`config.mk`:
```
export PLATFORM = sky130hd
export DESIGN_NAME = dmem_arbiter
export DESIGN_NICKNAME = d
export VERILOG_FILES = /design/src/rtl/dmem_pkg.sv /design/src/rtl/dmem_arbiter_rr_arb2.sv /design/src/rtl/dmem_arbiter.sv
export SDC_FILE = /design/constraint.sdc
export NUM_CORES = 1
export LEC_CHECK = 0
export ABC_AREA = 1
export BUFFER_PORTS_ARGS = -buffer_cell sky130_fd_sc_hd__buf_2
export CAP_MARGIN = 20
export CORE_MARGIN = 3
export CORE_UTILIZATION = 40
export CTS_BUF_LIST = sky130_fd_sc_hd__clkbuf_2
export CTS_CLUSTER_SIZE = 12
export DETAILED_ROUTE_END_ITERATION = 8
export GPL_ROUTABILITY_DRIVEN = 0
export PLACE_DENSITY = 0.74
export SYNTH_ARGS = -nofsm -noshare
export SYNTH_HDL_FRONTEND = slang
export SYNTH_SLANG_ARGS = --single-unit
```
`constraint.sdc`:
```
create_clock -name clk -period 5.1 [get_ports clk]
set_clock_uncertainty 0.1 [all_clocks]
set_input_delay 1.02 -clock clk [delete_from_list [all_inputs] [get_ports clk]]
set_output_delay 1.02 -clock clk [all_outputs]
set_load 0.01 [all_outputs]
```
`src/rtl/dmem_pkg.sv`:
```
// Shared definitions for the data-memory arbiter: access-size codes, the
// sequencer state encoding and the alignment/legality check.
package dmem_pkg;

    localparam logic [1:0] MODE_B = 2'b00;
    localparam logic [1:0] MODE_H = 2'b01;
    localparam logic [1:0] MODE_W = 2'b10;

    typedef enum logic [1:0] {
        ST_IDLE,
        ST_ACCESS,
        ST_RESP
    } state_t;

    // Halves need an even address, words a 4-byte aligned one; code 11 never reaches memory.
    function automatic logic is_legal(input logic [1:0] mode, input logic [1:0] addr_lsb);
        case (mode)
            MODE_B:  is_legal = 1'b1;
            MODE_H:  is_legal = ~addr_lsb[0];
            MODE_W:  is_legal = (addr_lsb == 2'b00);
            default: is_legal = 1'b0;
        endcase
    endfunction

endpackage

```
`src/rtl/dmem_arbiter_rr_arb2.sv`:
```
// Two-way round-robin picker: a lone requester always wins, a tie goes to the
// requester that did not win last time (ptr holds the last winner).
module rr_arb2 (
    input  logic [1:0] req,
    input  logic       ptr,
    output logic       winner,
    output logic       any
);

    always_comb begin
        any = |req;
        if (req == 2'b11) begin
            winner = ~ptr;
        end else begin
            winner = req[1];
        end
    end

endmodule

```
`src/rtl/dmem_arbiter.sv`:
```
// Shares one combinational-read data memory between the core load/store path
// (r0) and the debug/loader port (r1) with a registered req/gnt/rvalid handshake.
module dmem_arbiter
    import dmem_pkg::*;
#(
    parameter int ADDR_WIDTH = 8,
    parameter int DATA_W     = 32,
    parameter int MODE_W     = 2
) (
    input  logic                  clk,
    input  logic                  rst,

    input  logic                  r0_req,
    input  logic                  r0_we,
    input  logic [MODE_W-1:0]     r0_mode,
    input  logic [ADDR_WIDTH-1:0] r0_addr,
    input  logic [DATA_W-1:0]     r0_wdata,
    output logic                  r0_gnt,
    output logic                  r0_rvalid,
    output logic [DATA_W-1:0]     r0_rdata,
    output logic                  r0_err,

    input  logic                  r1_req,
    input  logic                  r1_we,
    input  logic [MODE_W-1:0]     r1_mode,
    input  logic [ADDR_WIDTH-1:0] r1_addr,
    input  logic [DATA_W-1:0]     r1_wdata,
    output logic                  r1_gnt,
    output logic                  r1_rvalid,
    output logic [DATA_W-1:0]     r1_rdata,
    output logic                  r1_err,

    output logic                  mem_wr_en,
    output logic [ADDR_WIDTH-1:0] mem_wr_addr,
    output logic [ADDR_WIDTH-1:0] mem_rd_addr,
    output logic [MODE_W-1:0]     mem_mode,
    output logic [DATA_W-1:0]     mem_d_in,
    input  logic [DATA_W-1:0]     mem_d_out,

    output logic                  busy
);

    state_t                  state_q, state_d;
    logic                    rr_ptr_q, rr_ptr_d;
    logic                    cmd_id_q, cmd_id_d;
    logic                    cmd_we_q, cmd_we_d;
    logic [MODE_W-1:0]       cmd_mode_q, cmd_mode_d;
    logic [ADDR_WIDTH-1:0]   cmd_addr_q, cmd_addr_d;
    logic [DATA_W-1:0]       cmd_wdata_q, cmd_wdata_d;
    logic [1:0]              gnt_q, gnt_d;
    logic [1:0]              rvalid_q, rvalid_d;
    logic [1:0]              err_q, err_d;
    logic [DATA_W-1:0]       rdata0_q, rdata0_d;
    logic [DATA_W-1:0]       rdata1_q, rdata1_d;

    logic                    arb_winner;
    logic                    arb_any;
    logic                    cmd_legal;
    logic [DATA_W-1:0]       resp_data;

    rr_arb2 u_rr_arb2 (
        .req    ({r1_req, r0_req}),
        .ptr    (rr_ptr_q),
        .winner (arb_winner),
        .any    (arb_any)
    );

    assign cmd_legal = is_legal(cmd_mode_q[1:0], cmd_addr_q[1:0]);
    assign resp_data = cmd_legal ? mem_d_out : '0;

    // The memory side is a pure function of the command registers, so the
    // request bus is free to change once gnt has been seen.
    assign mem_wr_en   = (state_q == ST_ACCESS) && cmd_we_q && cmd_legal;
    assign mem_wr_addr = cmd_addr_q;
    assign mem_rd_addr = cmd_addr_q;
    assign mem_mode    = cmd_mode_q;
    assign mem_d_in    = cmd_wdata_q;
    assign busy        = (state_q != ST_IDLE);

    assign r0_gnt    = gnt_q[0];
    assign r1_gnt    = gnt_q[1];
    assign r0_rvalid = rvalid_q[0];
    assign r1_rvalid = rvalid_q[1];
    assign r0_err    = err_q[0];
    assign r1_err    = err_q[1];
    assign r0_rdata  = rdata0_q;
    assign r1_rdata  = rdata1_q;

    always_comb begin
        state_d     = state_q;
        rr_ptr_d    = rr_ptr_q;
        cmd_id_d    = cmd_id_q;
        cmd_we_d    = cmd_we_q;
        cmd_mode_d  = cmd_mode_q;
        cmd_addr_d  = cmd_addr_q;
        cmd_wdata_d = cmd_wdata_q;
        gnt_d       = '0;
        rvalid_d    = '0;
        err_d       = err_q;
        rdata0_d    = rdata0_q;
        rdata1_d    = rdata1_q;

        case (state_q)
            ST_ACCESS: begin
                state_d = ST_RESP;
                // Reads and rejected accesses answer; legal writes complete silently.
                if (!cmd_legal || !cmd_we_q) begin
                    rvalid_d[cmd_id_q] = 1'b1;
                    err_d[cmd_id_q]    = ~cmd_legal;
                    if (cmd_id_q) begin
                        rdata1_d = resp_data;
                    end else begin
                        rdata0_d = resp_data;
                    end
                end
            end
            default: begin
                // IDLE and RESP both arbitrate, giving one access every two cycles.
                if (arb_any) begin
                    state_d     = ST_ACCESS;
                    rr_ptr_d    = arb_winner;
                    cmd_id_d    = arb_winner;
                    cmd_we_d    = arb_winner ? r1_we    : r0_we;
                    cmd_mode_d  = arb_winner ? r1_mode  : r0_mode;
                    cmd_addr_d  = arb_winner ? r1_addr  : r0_addr;
                    cmd_wdata_d = arb_winner ? r1_wdata : r0_wdata;
                    gnt_d[arb_winner] = 1'b1;
                end else begin
                    state_d = ST_IDLE;
                end
            end
        endcase
    end

    always_ff @(posedge clk or posedge rst) begin
        if (rst) begin
            state_q     <= ST_IDLE;
            rr_ptr_q    <= 1'b1;
            cmd_id_q    <= 1'b0;
            cmd_we_q    <= 1'b0;
            cmd_mode_q  <= '0;
            cmd_addr_q  <= '0;
            cmd_wdata_q <= '0;
            gnt_q       <= '0;
            rvalid_q    <= '0;
            err_q       <= '0;
            rdata0_q    <= '0;
            rdata1_q    <= '0;
        end else begin
            state_q     <= state_d;
            rr_ptr_q    <= rr_ptr_d;
            cmd_id_q    <= cmd_id_d;
            cmd_we_q    <= cmd_we_d;
            cmd_mode_q  <= cmd_mode_d;
            cmd_addr_q  <= cmd_addr_d;
            cmd_wdata_q <= cmd_wdata_d;
            gnt_q       <= gnt_d;
            rvalid_q    <= rvalid_d;
            err_q       <= err_d;
            rdata0_q    <= rdata0_d;
            rdata1_q    <= rdata1_d;
        end
    end

endmodule

```
==> out/metrics.yaml <==
first_global_vias: 4512
cts_resized: 0
syn_inst: 566
area_growth_pct: 27.2
max_stage_delay_ps: 510
cts_tree: "yes"
synth_warnings: 0
via_count: 4800
startpoint: "mem_rd_addr[0]"
ys_seq_elements: 117
hp-class: "input pin to asynchronous set/reset pin"
place_area_um2: 6290
power.leakage_nw: 3.82
synth.area.top_cells: "dfrtp_1, nand2_1, nand4_1, nand3_2, nand3_1"
first_pass_iters: 5
power_mw: 3.86
port-buffer-count: 243
dp_hpwl_um: 10100
async_reset_ff_share_pct: 100
synth.top_cell.area_share_pct: 56.8
initial_core_util_pct: 41.7
ys_types: 20
syn-num-nets: 688
yosysTopAreaCell: "dfrtp_1"
netlist_area_um2: 5110
grt_overflow: 0
ctsHoldBuffers: 0
status: "finished clean"
synth-edff-count: 0
slew_headroom_pct: 31.6
setup.worst_path.end_class: "output pin"
fin_ws_ps: 1690
timing.final.crit_share_pct: 66.8
critPathKind: "flip-flop to output pin"
ir_worst_vdd_mv: 0.271
setup_violations: 0
wl_um: 14600
fmax_ghz: 0.293
nNetsFinal: 909
stdcell_area_um2: 6500
cp.arrival_ps: 2290
cts_setup_buffers: 0
die_area_um2: 14200
cp-start-kind: "flip-flop"
clock_latency_ps: 650
critPathSlowestCell: "buf_4"
cp_cell_sequence: "nor2_1 -> nand2_1 -> nand2_2 -> buf_4 -> nand2_2 -> nor2_1 -> buf_2"
numCtsBuffers: 17
whs_ps: 246
syn_area_per_cell_um2: 9.03
max-clock-path-buffers: 2
rows: 40
die-height_um: 119
rsz0062_at_grt: "no"
hold_viol_final: 0
antenna_left: 0
wire_per_inst_um: 15.1
dp_slack_ps: 2380
grt_usage_pct: 20.5
crit_fanout: 66
grt_max_degree: 67
h-tree-depth: 4
fp.dieW_um: 119
drive_above_1_share_pct: 39.0
clockRootBuffer: "clkbuf_2"
viasPerCell: 4.95
cp.required_ps: 3980
coreArea_um2: 12300
setup_tns_ps: 0
drt_iter0_drc: 454
worst_pin_slew_ps: 1020
clkSinkCount: 117
clk_pin_slew_ps: 170
grt_pass1_wl_um: 23000
maxSlewViolCount: 0
power.density_nw_per_um2: 595
ys_dominant_reg_cell: "dfrtp_1"
antenna_found_initial: 1
r2r_start: "state_q[1]"
synth_seq_area_share_pct: 57.3
drc: 0
pin_count: 244
cap_viol_max_count: 0
finalCriticalPeriod_ps: 3410
cells in the mapped netlist (2+ instances only):
cell and number:
inv_1 9, buf_6 4, nor2_1 2, nand4_1 64, inv_2 4, nand3_2 19, nand2_1 269, buf_2 19
nand3_1 26, clkbuf_1 6, nor2_4 3, buf_4 16, dfrtp_1 116, nand2_2 3
path summary, 6_finish.rpt:
check / slack [ps] / depth (start not counted) / endpoint
worst max-delay path: 1690 / 7 / mem_wr_en
worst min-delay path: 250 / 2 / mem_d_in[28]
worst max register to register: 2720 / 6 / r0_rdata[31]
worst min register to register: 380 / 2 / err_q[1]
max in group asynchronous: 3710 / 3 / cmd_we_q
min in group clk: 380 / 2 / err_q[1]
layout make-up:
class | instances | area (um^2)
Antenna cell | 1 | 2.50
Clock buffer | 24 | 120
Clock inverter | 8 | 86.3
Fill cell | 1177 | 5760
Inverter | 13 | 51.3
Multi-Input combinational cell | 391 | 1850
Sequential cell | 117 | 2930
Tap cell | 168 | 210
Timing Repair Buffer | 247 | 1250
state kept, by name (all words and copies together) (netlist names):
name         count
cmd_id_q         1
mem_rd_addr      8
gnt_q            2
err_q            2
rr_ptr_q         1
mem_d_in        32
state_q          2
r0_rdata        32
r1_rdata        32
mem_mode         2
cmd_we_q         1
rvalid_q         2
per-stage QoR:
step / instances / utilization (%)
4_1_cts: 968 / 53.0
5_1_grt: 969 / 53.0
2_1_floorplan: 566 / -
6_report: 969 / 53.0
3_3_place_gp: 936 / 51.3
3_5_place_dp: 936 / 51.3
layout by cell type (no fill, tap or decap):
cell type	netlist	final
inv_1	9	8
or2_2	1	1
bufinv_16	0	2
dfrtp_1	116	116
inv_4	0	1
nor2_8	1	1
diode_2	0	1
nand3_2	19	19
nor2_1	2	2
o21ai_0	1	1
nand2_2	3	4
nand2_1	269	268
o21ai_4	1	1
nor2_4	3	3
dfstp_2	1	1
clkinv_2	0	3
buf_4	16	4
clkinv_1	0	3
nand4_1	64	64
buf_2	19	243
inv_2	4	4
clkbuf_2	0	24
nand2_4	1	1
nand3_1	26	26
worst max-delay path, delay by kind of cell (launching register included):
family	cells	cell delay, ps
flops	1	450
simple gates	5	530
buf+inv	2	650
kinds of logic after synthesis:
family | count (synthesis) | synth area share, %
AND/OR/NAND/NOR | 389 | 35.8
AO/OA/AOI/OAI | 2 | 0.416
buffers and inverters | 58 | 6.49
flip-flops | 117 | 57.3
layer usage:
metal / track usage [%] / wire length [um] / up-vias
li1: - / - / 2284
met1: 24.8 / 5960 / 2280
met2: 34.1 / 7260 / 223
met3: 7.17 / 1220 / 13
met4: 6.81 / 197 / 0
met5: 0 / 0 / -
power breakdown:
group          switching, mW  internal, mW  leakage, nW
combinational           1.19         0.604         2.19
sequential             0.212          1.30         1.49
clock                  0.329         0.232        0.144
total                   1.73          2.13         3.82
(Power assumes the default switching activity.)
